--- config.mk ---
export PLATFORM = sky130hd
export DESIGN_NAME = yuv444_to_422
export DESIGN_NICKNAME = d
export VERILOG_FILES = /design/src/rtl/yuv444_to_422.sv
export SDC_FILE = /design/constraint.sdc
export NUM_CORES = 1
export LEC_CHECK = 0
export CORE_MARGIN = 3
export CORE_UTILIZATION = 24
export DETAILED_ROUTE_END_ITERATION = 10
export PLACE_DENSITY_LB_ADDON = 0.12
export SLEW_MARGIN = 20
export SYNTH_ARGS = -nofsm -noshare
export SYNTH_HDL_FRONTEND = slang
export SYNTH_SLANG_ARGS = --single-unit
--- constraint.sdc ---
create_clock -name clk -period 5.2 [get_ports clk]
set_input_delay 0.78 -clock clk [delete_from_list [all_inputs] [get_ports clk]]
set_output_delay 0.78 -clock clk [all_outputs]
set_load 0.005 [all_outputs]
--- src/rtl/yuv444_to_422.sv ---
// ---------------------------------------------------------------------------
// yuv444_to_422
//
// Converts the signed-chroma YUV 4:4:4 stream from the RGB-to-YUV stage into
// an interleaved YUV 4:2:2 stream, one 2*PIXEL_WIDTH word per pixel, for the
// output formatter / USB packer.
//
// Each pair of image pixels (even, odd) shares one averaged chroma sample:
// the even pixel carries the averaged U and the odd pixel carries the averaged
// V. Chroma is moved from two's complement to offset-binary by adding
// 2^(PIXEL_WIDTH-1). Luma gets Y_OFFSET added and is saturated to full scale.
//
// Ports:
//   clk         pixel clock
//   resetb      asynchronous active-low reset
//   enable      1 = convert, 0 = bypass (change only between frames)
//   dvi         input beat valid
//   dtypei      input beat type
//   y, u, v     input luma (unsigned), Cb and Cr (signed)
//   meta_datai  per-beat metadata
//   dvo         output beat valid
//   dtypeo      output beat type
//   datao       {C, Y}: C = offset U on even pixels, offset V on odd pixels
//   meta_datao  metadata of the emitted beat
//
// Latency (convert mode):
//   paired even pixel : 1 cycle after its odd partner arrives
//   paired odd pixel  : 2 cycles after it arrives
//   flushed pixel     : 1 cycle after the beat that breaks the pair
//   non-image beat    : 2 cycles, passed through as {u, y}
// Latency (bypass): every beat 1 cycle, passed through as {u, y}.
// ---------------------------------------------------------------------------

`timescale 1ns/1ps

// Fallback beat-type definitions for builds that do not pull in dtypes.v.
`ifndef DTYPE_WIDTH
`define DTYPE_WIDTH 4
`endif
`ifndef DTYPE_IS_IMAGE
`define DTYPE_IS_IMAGE(d) (((d) == 4'h1) || ((d) == 4'h2))
`endif

module yuv444_to_422 #(
  parameter int PIXEL_WIDTH = 8,
  parameter int Y_OFFSET    = 0
) (
  input  logic                     clk,
  input  logic                     resetb,
  input  logic                     enable,
  input  logic                     dvi,
  input  logic [`DTYPE_WIDTH-1:0]  dtypei,
  input  logic [PIXEL_WIDTH-1:0]   y,
  input  logic [PIXEL_WIDTH-1:0]   u,
  input  logic [PIXEL_WIDTH-1:0]   v,
  input  logic [15:0]              meta_datai,
  output logic                     dvo,
  output logic [`DTYPE_WIDTH-1:0]  dtypeo,
  output logic [2*PIXEL_WIDTH-1:0] datao,
  output logic [15:0]              meta_datao
);

  localparam int PW = PIXEL_WIDTH;
  localparam int DW = `DTYPE_WIDTH;

  // XOR with the MSB is the same as adding 2^(PW-1) modulo 2^PW.
  localparam logic [PW-1:0] C_MSB = {1'b1, {(PW-1){1'b0}}};
  localparam logic [31:0]   Y_MAX = 32'((64'd1 << PW) - 64'd1);

  typedef enum logic {
    ST_EVEN = 1'b0,
    ST_HOLD = 1'b1
  } state_t;

  state_t state_reg, state_next;

  // Held even pixel, waiting for its odd partner.
  logic [PW-1:0] hold_y_reg, hold_u_reg, hold_v_reg;
  logic [DW-1:0] hold_dtype_reg;
  logic [15:0]   hold_meta_reg;
  logic          hold_load;

  // Odd pixel of a completed pair, emitted one cycle after its even partner.
  logic            odd_valid_reg;
  logic [2*PW-1:0] odd_data_reg;
  logic [DW-1:0]   odd_dtype_reg;
  logic [15:0]     odd_meta_reg;

  // Non-image beat delay stage; two cycles keeps it behind any flush.
  logic            oth_valid_reg;
  logic [2*PW-1:0] oth_data_reg;
  logic [DW-1:0]   oth_dtype_reg;
  logic [15:0]     oth_meta_reg;

  // Beat classification.
  logic is_image, is_other;
  assign is_image = dvi && `DTYPE_IS_IMAGE(dtypei);
  assign is_other = dvi && !is_image;

  // Emission sources for the output register. The pairing schedule keeps
  // these mutually exclusive for any legal input sequence.
  logic emit_even, emit_flush, emit_odd, emit_other, emit_bypass;
  assign emit_even   = enable && (state_reg == ST_HOLD) && is_image;
  assign emit_flush  = enable && (state_reg == ST_HOLD) && !is_image;
  assign emit_odd    = odd_valid_reg;
  assign emit_other  = oth_valid_reg;
  assign emit_bypass = !enable && dvi;

  // Chroma averaging at PW+1 bits: (a + b + 1) >>> 1. Taking bits [PW:1] of
  // the two's-complement sum is the arithmetic shift, and the result always
  // fits back into PW bits.
  logic [PW:0]   u_sum, v_sum;
  logic [PW-1:0] u_avg, v_avg;
  assign u_sum = {hold_u_reg[PW-1], hold_u_reg} + {u[PW-1], u} + {{PW{1'b0}}, 1'b1};
  assign v_sum = {hold_v_reg[PW-1], hold_v_reg} + {v[PW-1], v} + {{PW{1'b0}}, 1'b1};
  assign u_avg = u_sum[PW:1];
  assign v_avg = v_sum[PW:1];

  // Luma offset with saturation to full scale.
  function automatic logic [PW-1:0] y_sat(input logic [PW-1:0] yin);
    logic [31:0] s;
    s = 32'(yin) + 32'(Y_OFFSET);
    if (s > Y_MAX) begin
      s = Y_MAX;
    end
    return s[PW-1:0];
  endfunction

  logic [PW-1:0] y_hold_sat, y_in_sat;
  assign y_hold_sat = y_sat(hold_y_reg);
  assign y_in_sat   = y_sat(y);

  // -------------------------------------------------------------------------
  // Pair FSM
  // -------------------------------------------------------------------------
  always_ff @(posedge clk or negedge resetb) begin
    if (!resetb) begin
      state_reg <= ST_EVEN;
    end else begin
      state_reg <= state_next;
    end
  end

  always_comb begin
    state_next = state_reg;
    hold_load  = 1'b0;
    if (!enable) begin
      state_next = ST_EVEN;
    end else begin
      case (state_reg)
        ST_EVEN: begin
          if (is_image) begin
            state_next = ST_HOLD;
            hold_load  = 1'b1;
          end
        end
        ST_HOLD: begin
          // Pair completes, or the held pixel is flushed: either way the
          // next image beat starts a new pair.
          state_next = ST_EVEN;
        end
        default: begin
          state_next = ST_EVEN;
        end
      endcase
    end
  end

  // -------------------------------------------------------------------------
  // Held even pixel
  // -------------------------------------------------------------------------
  always_ff @(posedge clk or negedge resetb) begin
    if (!resetb) begin
      hold_y_reg     <= '0;
      hold_u_reg     <= '0;
      hold_v_reg     <= '0;
      hold_dtype_reg <= '0;
      hold_meta_reg  <= '0;
    end else if (hold_load) begin
      hold_y_reg     <= y;
      hold_u_reg     <= u;
      hold_v_reg     <= v;
      hold_dtype_reg <= dtypei;
      hold_meta_reg  <= meta_datai;
    end
  end

  // -------------------------------------------------------------------------
  // Odd-pixel and non-image delay stages
  // -------------------------------------------------------------------------
  always_ff @(posedge clk or negedge resetb) begin
    if (!resetb) begin
      odd_valid_reg <= 1'b0;
      odd_data_reg  <= '0;
      odd_dtype_reg <= '0;
      odd_meta_reg  <= '0;
    end else begin
      odd_valid_reg <= emit_even;
      if (emit_even) begin
        odd_data_reg  <= {v_avg ^ C_MSB, y_in_sat};
        odd_dtype_reg <= dtypei;
        odd_meta_reg  <= meta_datai;
      end
    end
  end

  always_ff @(posedge clk or negedge resetb) begin
    if (!resetb) begin
      oth_valid_reg <= 1'b0;
      oth_data_reg  <= '0;
      oth_dtype_reg <= '0;
      oth_meta_reg  <= '0;
    end else begin
      oth_valid_reg <= enable && is_other;
      if (enable && is_other) begin
        oth_data_reg  <= {u, y};
        oth_dtype_reg <= dtypei;
        oth_meta_reg  <= meta_datai;
      end
    end
  end

  // -------------------------------------------------------------------------
  // Output register: datao/dtypeo/meta_datao hold between emissions.
  // -------------------------------------------------------------------------
  always_ff @(posedge clk or negedge resetb) begin
    if (!resetb) begin
      dvo        <= 1'b0;
      dtypeo     <= '0;
      datao      <= '0;
      meta_datao <= '0;
    end else begin
      dvo <= emit_bypass || emit_even || emit_flush || emit_odd || emit_other;
      if (emit_bypass) begin
        datao      <= {u, y};
        dtypeo     <= dtypei;
        meta_datao <= meta_datai;
      end else if (emit_even) begin
        datao      <= {u_avg ^ C_MSB, y_hold_sat};
        dtypeo     <= hold_dtype_reg;
        meta_datao <= hold_meta_reg;
      end else if (emit_flush) begin
        // Unpaired pixel keeps its own U; its V is dropped.
        datao      <= {hold_u_reg ^ C_MSB, y_hold_sat};
        dtypeo     <= hold_dtype_reg;
        meta_datao <= hold_meta_reg;
      end else if (emit_odd) begin
        datao      <= odd_data_reg;
        dtypeo     <= odd_dtype_reg;
        meta_datao <= odd_meta_reg;
      end else if (emit_other) begin
        datao      <= oth_data_reg;
        dtypeo     <= oth_dtype_reg;
        meta_datao <= oth_meta_reg;
      end
    end
  end

endmodule

==> metrics.txt <==
outcome finished clean; period utilisation layout 67.28%; crit path DAT 3.80 ns; Slew headroom 39.16%; Critical Path End Type register; num ports 85; Post-layout nets 820; final core occ 30.41%; worst r2r src state_reg; area occupied by multi-input gates 3407 sq um; initial antenna violation count 1; most frequent cells in the layout 159 x nand2_1, 155 x dfrtp_1, 83 x clkdlybuf4s50_1, 54 x mux2_2, 46 x o21ai_0; Max clock buf depth 2; Initial Utilization 24.47%; uppermost routed layer met5; Layout Area Growth over Synthesis 24.28%; routed vias 5478; CTS buffer count 17; die width 183.1 microns; Worst Hold Class in -> async; placed insts 1133; yosys warns 0; FF+latch area 3905 sq um; die area 33510 sq um; Clock Latency Late Sink 0.42 ns; sequential area share after synthesis 51.89%; max-cap violation count 0; commonest non-fill, non-tap cell in the layout nand2_1; IO buf count 84; Clock transition at path regs 0.06 ns; Final ANT Viol Nets 0; synthesized area 7523 sq um; WL per Instance 18.30 microns; crit path from dvi; Gates resized, CTS repair 0; global-route wire length before repair 33600 microns; H-tree levels 4; setup tns final 0 ns; post-synthesis async set-or-reset flop share 100.0%; largest area contributor in the netlist dfrtp_1; Avg Inst Size Synth 11.00 sq um; clock root cell clkbuf_16; TritonRoute pass-1 iters 5; nature of the critical path startpoint input pin; unrepaired setup endpoints after global routing false; Unique masters post-synth 54; CTS tree done; Post-synth EDFFs 0; fillcell total 3171; RePlAce Congestion 0.7819; Synth area leaders dfrtp_1 52%, mux2_2 8.1%, nand2_1 7.9%; minimum clock period 3.499 ns; Final Hold Fails 0; top_reg_cell synth dfrtp_1; crit-path max FO 23; FP Rows 64; routed wire length 21310 microns; cts hold-fix bufs 0; Synth Net Count 748; Congestion Overflow GR 0; Sink Count 156; largest net degree at the start of global routing 89; total power 3.594 mW; n_diodes 0; clk_skew 0.01330 ns; Non-Filler Instances 1164; CP Class in -> reg; endpoints failing setup 0; WL met2 9973 microns; Worst Tran Pin Value 0.8897 ns; Met1 Wirelength 10440 microns; Post-CTS Setup Inserts 0; Slew Limit Fails 0; number of global-route vias before repair 5720; Core Area 30750 sq um; Met3 Routed Length 745 microns; DP Wirelength 13850 microns; First DRT Iteration DRCs 299; fmax 285.8 MHz; # DRC 0; Die Ht 183.1 microns; pwr dens 384.4 nW/um^2; leakage 4.097 nW; CP required 5.50 ns; gr usage total 12.87%; cells after synthesis 684; detailed-route vias per instance 4.706; Yosys top cell area share 51.89%; share of cells above drive strength 1 16.54%; Yosys reg bits 156; maximum VDD drop 0.1740 mV
cells in the mapped netlist, drive strengths merged (4+ instances only):
cell type and count:
o221ai 30, a21oi 15, clkbuf 22, mux2i 40, nand2b 7, nand2 159
xnor2 4, ha 14, a211oi 4, buf 20, nand3 4, and2 7
o21ai 46, dfrtp 156, nor2 15, mux2 77, o211ai 4, inv 9
routing by layer:
metal	global-route usage [%]	vias to the layer above
li1	-	2564
met1	17.86	2803
met2	20.73	100
met3	2.876	9
met4	2.742	2
met5	0	-
final cells by class:
cell class                 count  area share, %
clock buffer                  20          4.670
inverter                      10         0.4014
multi-input combinational    476          36.44
tap                          396          5.299
sequential                   156          41.76
clock inverter                11          1.539
timing repair buffer          95          9.889
worst paths after layout:
kind | endpoint | slack [ns] | cells after the start
setup / recovery | hold_u_reg[2] | 1.70 | 6
hold reg to reg | odd_data_reg[6] | 0.47 | 2
max in group asynchronous | emit_odd | 3.60 | 2
min in group clk | odd_data_reg[6] | 0.47 | 2
setup reg to reg | datao[7] | 2.73 | 5
hold / removal | oth_meta_reg[3] | 0.45 | 1
cells by family after synthesis:
kind of cell	after synthesis	synth area share, %
compound gates	129	11.61
simple gates	207	11.53
buf+inv	52	3.210
xor+xnor	7	0.9147
flops	156	51.89
fa+ha+maj	16	2.861
mux	117	17.99
through the flow:
step	instance area, sq um	setup WS, ns	hold WS [ns]
after floorplan	7523	2.827	0.4454
after global placement	8770	1.390	0.4563
after detailed placement	8770	1.242	0.4665
after CTS	9350	1.678	0.4818
after global routing	9350	1.522	0.5037
final	9350	1.701	0.4453
worst max-delay path, stage by stage:
cell and delay (ns):
clkdlybuf4s50_1 0.80, nor3b_1 0.50, and2_4 0.27, nand3_2 0.61, buf_4 0.50, mux2_4 0.33
report_power, final:
group          switching [mW]  internal [mW]  total, mW
sequential              0.128           1.42       1.55
clock                   0.501          0.752       1.25
combinational           0.358          0.435      0.793
Power figures use the tool's default switching activity.
==> edit (same flow settings) <==
The macro `DTYPE_WIDTH` goes from 4 to 3.
--- a/src/rtl/yuv444_to_422.sv
+++ b/src/rtl/yuv444_to_422.sv
@@ -35,7 +35,7 @@
 
 // Fallback beat-type definitions for builds that do not pull in dtypes.v.
 `ifndef DTYPE_WIDTH
-`define DTYPE_WIDTH 4
+`define DTYPE_WIDTH 3
 `endif
 `ifndef DTYPE_IS_IMAGE
 `define DTYPE_IS_IMAGE(d) (((d) == 4'h1) || ((d) == 4'h2))
Interface: changed (resized dtypei and dtypeo); port bits go from 85 to 83. No check against the original RTL was run, so the function may have changed too.
==> edit against the unedited design <==
Power grew 3.4%; combinational power grew 4.3%; core utilization grew 0.24 points; worst setup slack gained 0.47 ns; area after synthesis shrank 0.88%; die area shrank 0.86%; routed wire length shrank 4.4%; final area shrank 1.3%; sequential cell count shrank 4; critical endpoint is now oth_data_reg[0]$_DFFE_PN0P_; largest cell class unchanged; largest power group unchanged.
==> edit: results <==
set metrics [dict create \
    status "finished clean" \
    grt_pass1_vias 5646 \
    relSlewSlack 0.462 \
    layout.nets 859 \
    diodes 0 \
    crit_family "buffers and inverters" \
    worstPathMaxFanout 28 \
    multi_input_gates 522 \
    post-route-min-period_ns 3.03 \
    p_seq_frac 0.415 \
    synth_fp_nets 789 \
    signal_buffers 92 \
    drt-vias-per-instance 4.48 \
    clkSinkCount 152 \
    r2r_slack_ns 3.02 \
    numCtsBuffers 17 \
    antenna_found_initial 0 \
    n_clock_buffer 18 \
    vias 5374 \
    fin_skew_ns 0.00916 \
    peakVddDrop_mv 0.212 \
    final-clk-cell-share 0.0678 \
    critPathLaunch "dtypei[1]" \
    ys_async_sr_fraction 1.00 \
    holdWs_ns 0.311 \
    critPathCapture "oth_data_reg[0]$_DFFE_PN0P_" \
    layout.nonclk_buf_frac 0.0986 \
    die_area_um2 33200 \
    wl_per_cell_um 17.0 \
    cts_resized 0 \
    drtIter0Drc 315 \
    gr-usage-all-layers 0.127 \
    grt_max_degree 56 \
    seq_share 0.412 \
    r2r_cells 7 \
    finalWeightedCongestion 0.748 \
    p_switching_mw 1.08 \
    multiInputGateArea_um2 3360 \
    synth_area_leaders "dfrtp_1 51%, nand2_1 12%, mux2_4 7.0%, mux2i_1 4.8%, o221ai_1 3.4%" \
    synth_seq_area_share 0.510 \
    placed_cells 1167 \
    layout-drive-gt1-share 0.131 \
    io_buffers 82 \
    synthCells 726 \
    timing.rr.start "hold_v_reg[0]$_DFFE_PN0P_" \
    place_area_um2 8600 \
    crit_arrival_ns 3.34 \
    nNonClkInverters 11 \
    fin_area_um2 9230 \
    hpwl_um 13000 \
]
-- edit: cells by family (layout without fill, tap and decap cells) --
| group | after synthesis | after routing | share of synthesized area |
|---|---|---|---|
| simple gates | 283 | 283 | 0.157 |
| flops | 152 | 152 | 0.510 |
| compound gates | 131 | 131 | 0.114 |
| mux | 82 | 82 | 0.135 |
| buf+inv | 52 | 135 | 0.0409 |
| fa+ha+maj | 16 | 16 | 0.0289 |
| xor+xnor | 10 | 10 | 0.0138 |
-- edit: routing by layer --
layer / vias to the layer above / track usage / routed length [µm]
met5: - / 0 / 0
met4: 0 / 0.0369 / 245
met3: 16 / 0.0235 / 578
met2: 84 / 0.203 / 9660
met1: 2647 / 0.177 / 9880
li1: 2627 / - / -
-- edit: worst register-to-register path: cells and delay by family, from the launching register on --
family                     cells  cell delay, ns
AOI/OAI and AO/OA              4            0.76
xor gates and xnor gates       1            0.15
adders and majority gates      1            0.42
DFF                            1            0.40
and+or+nand+nor                1            0.31
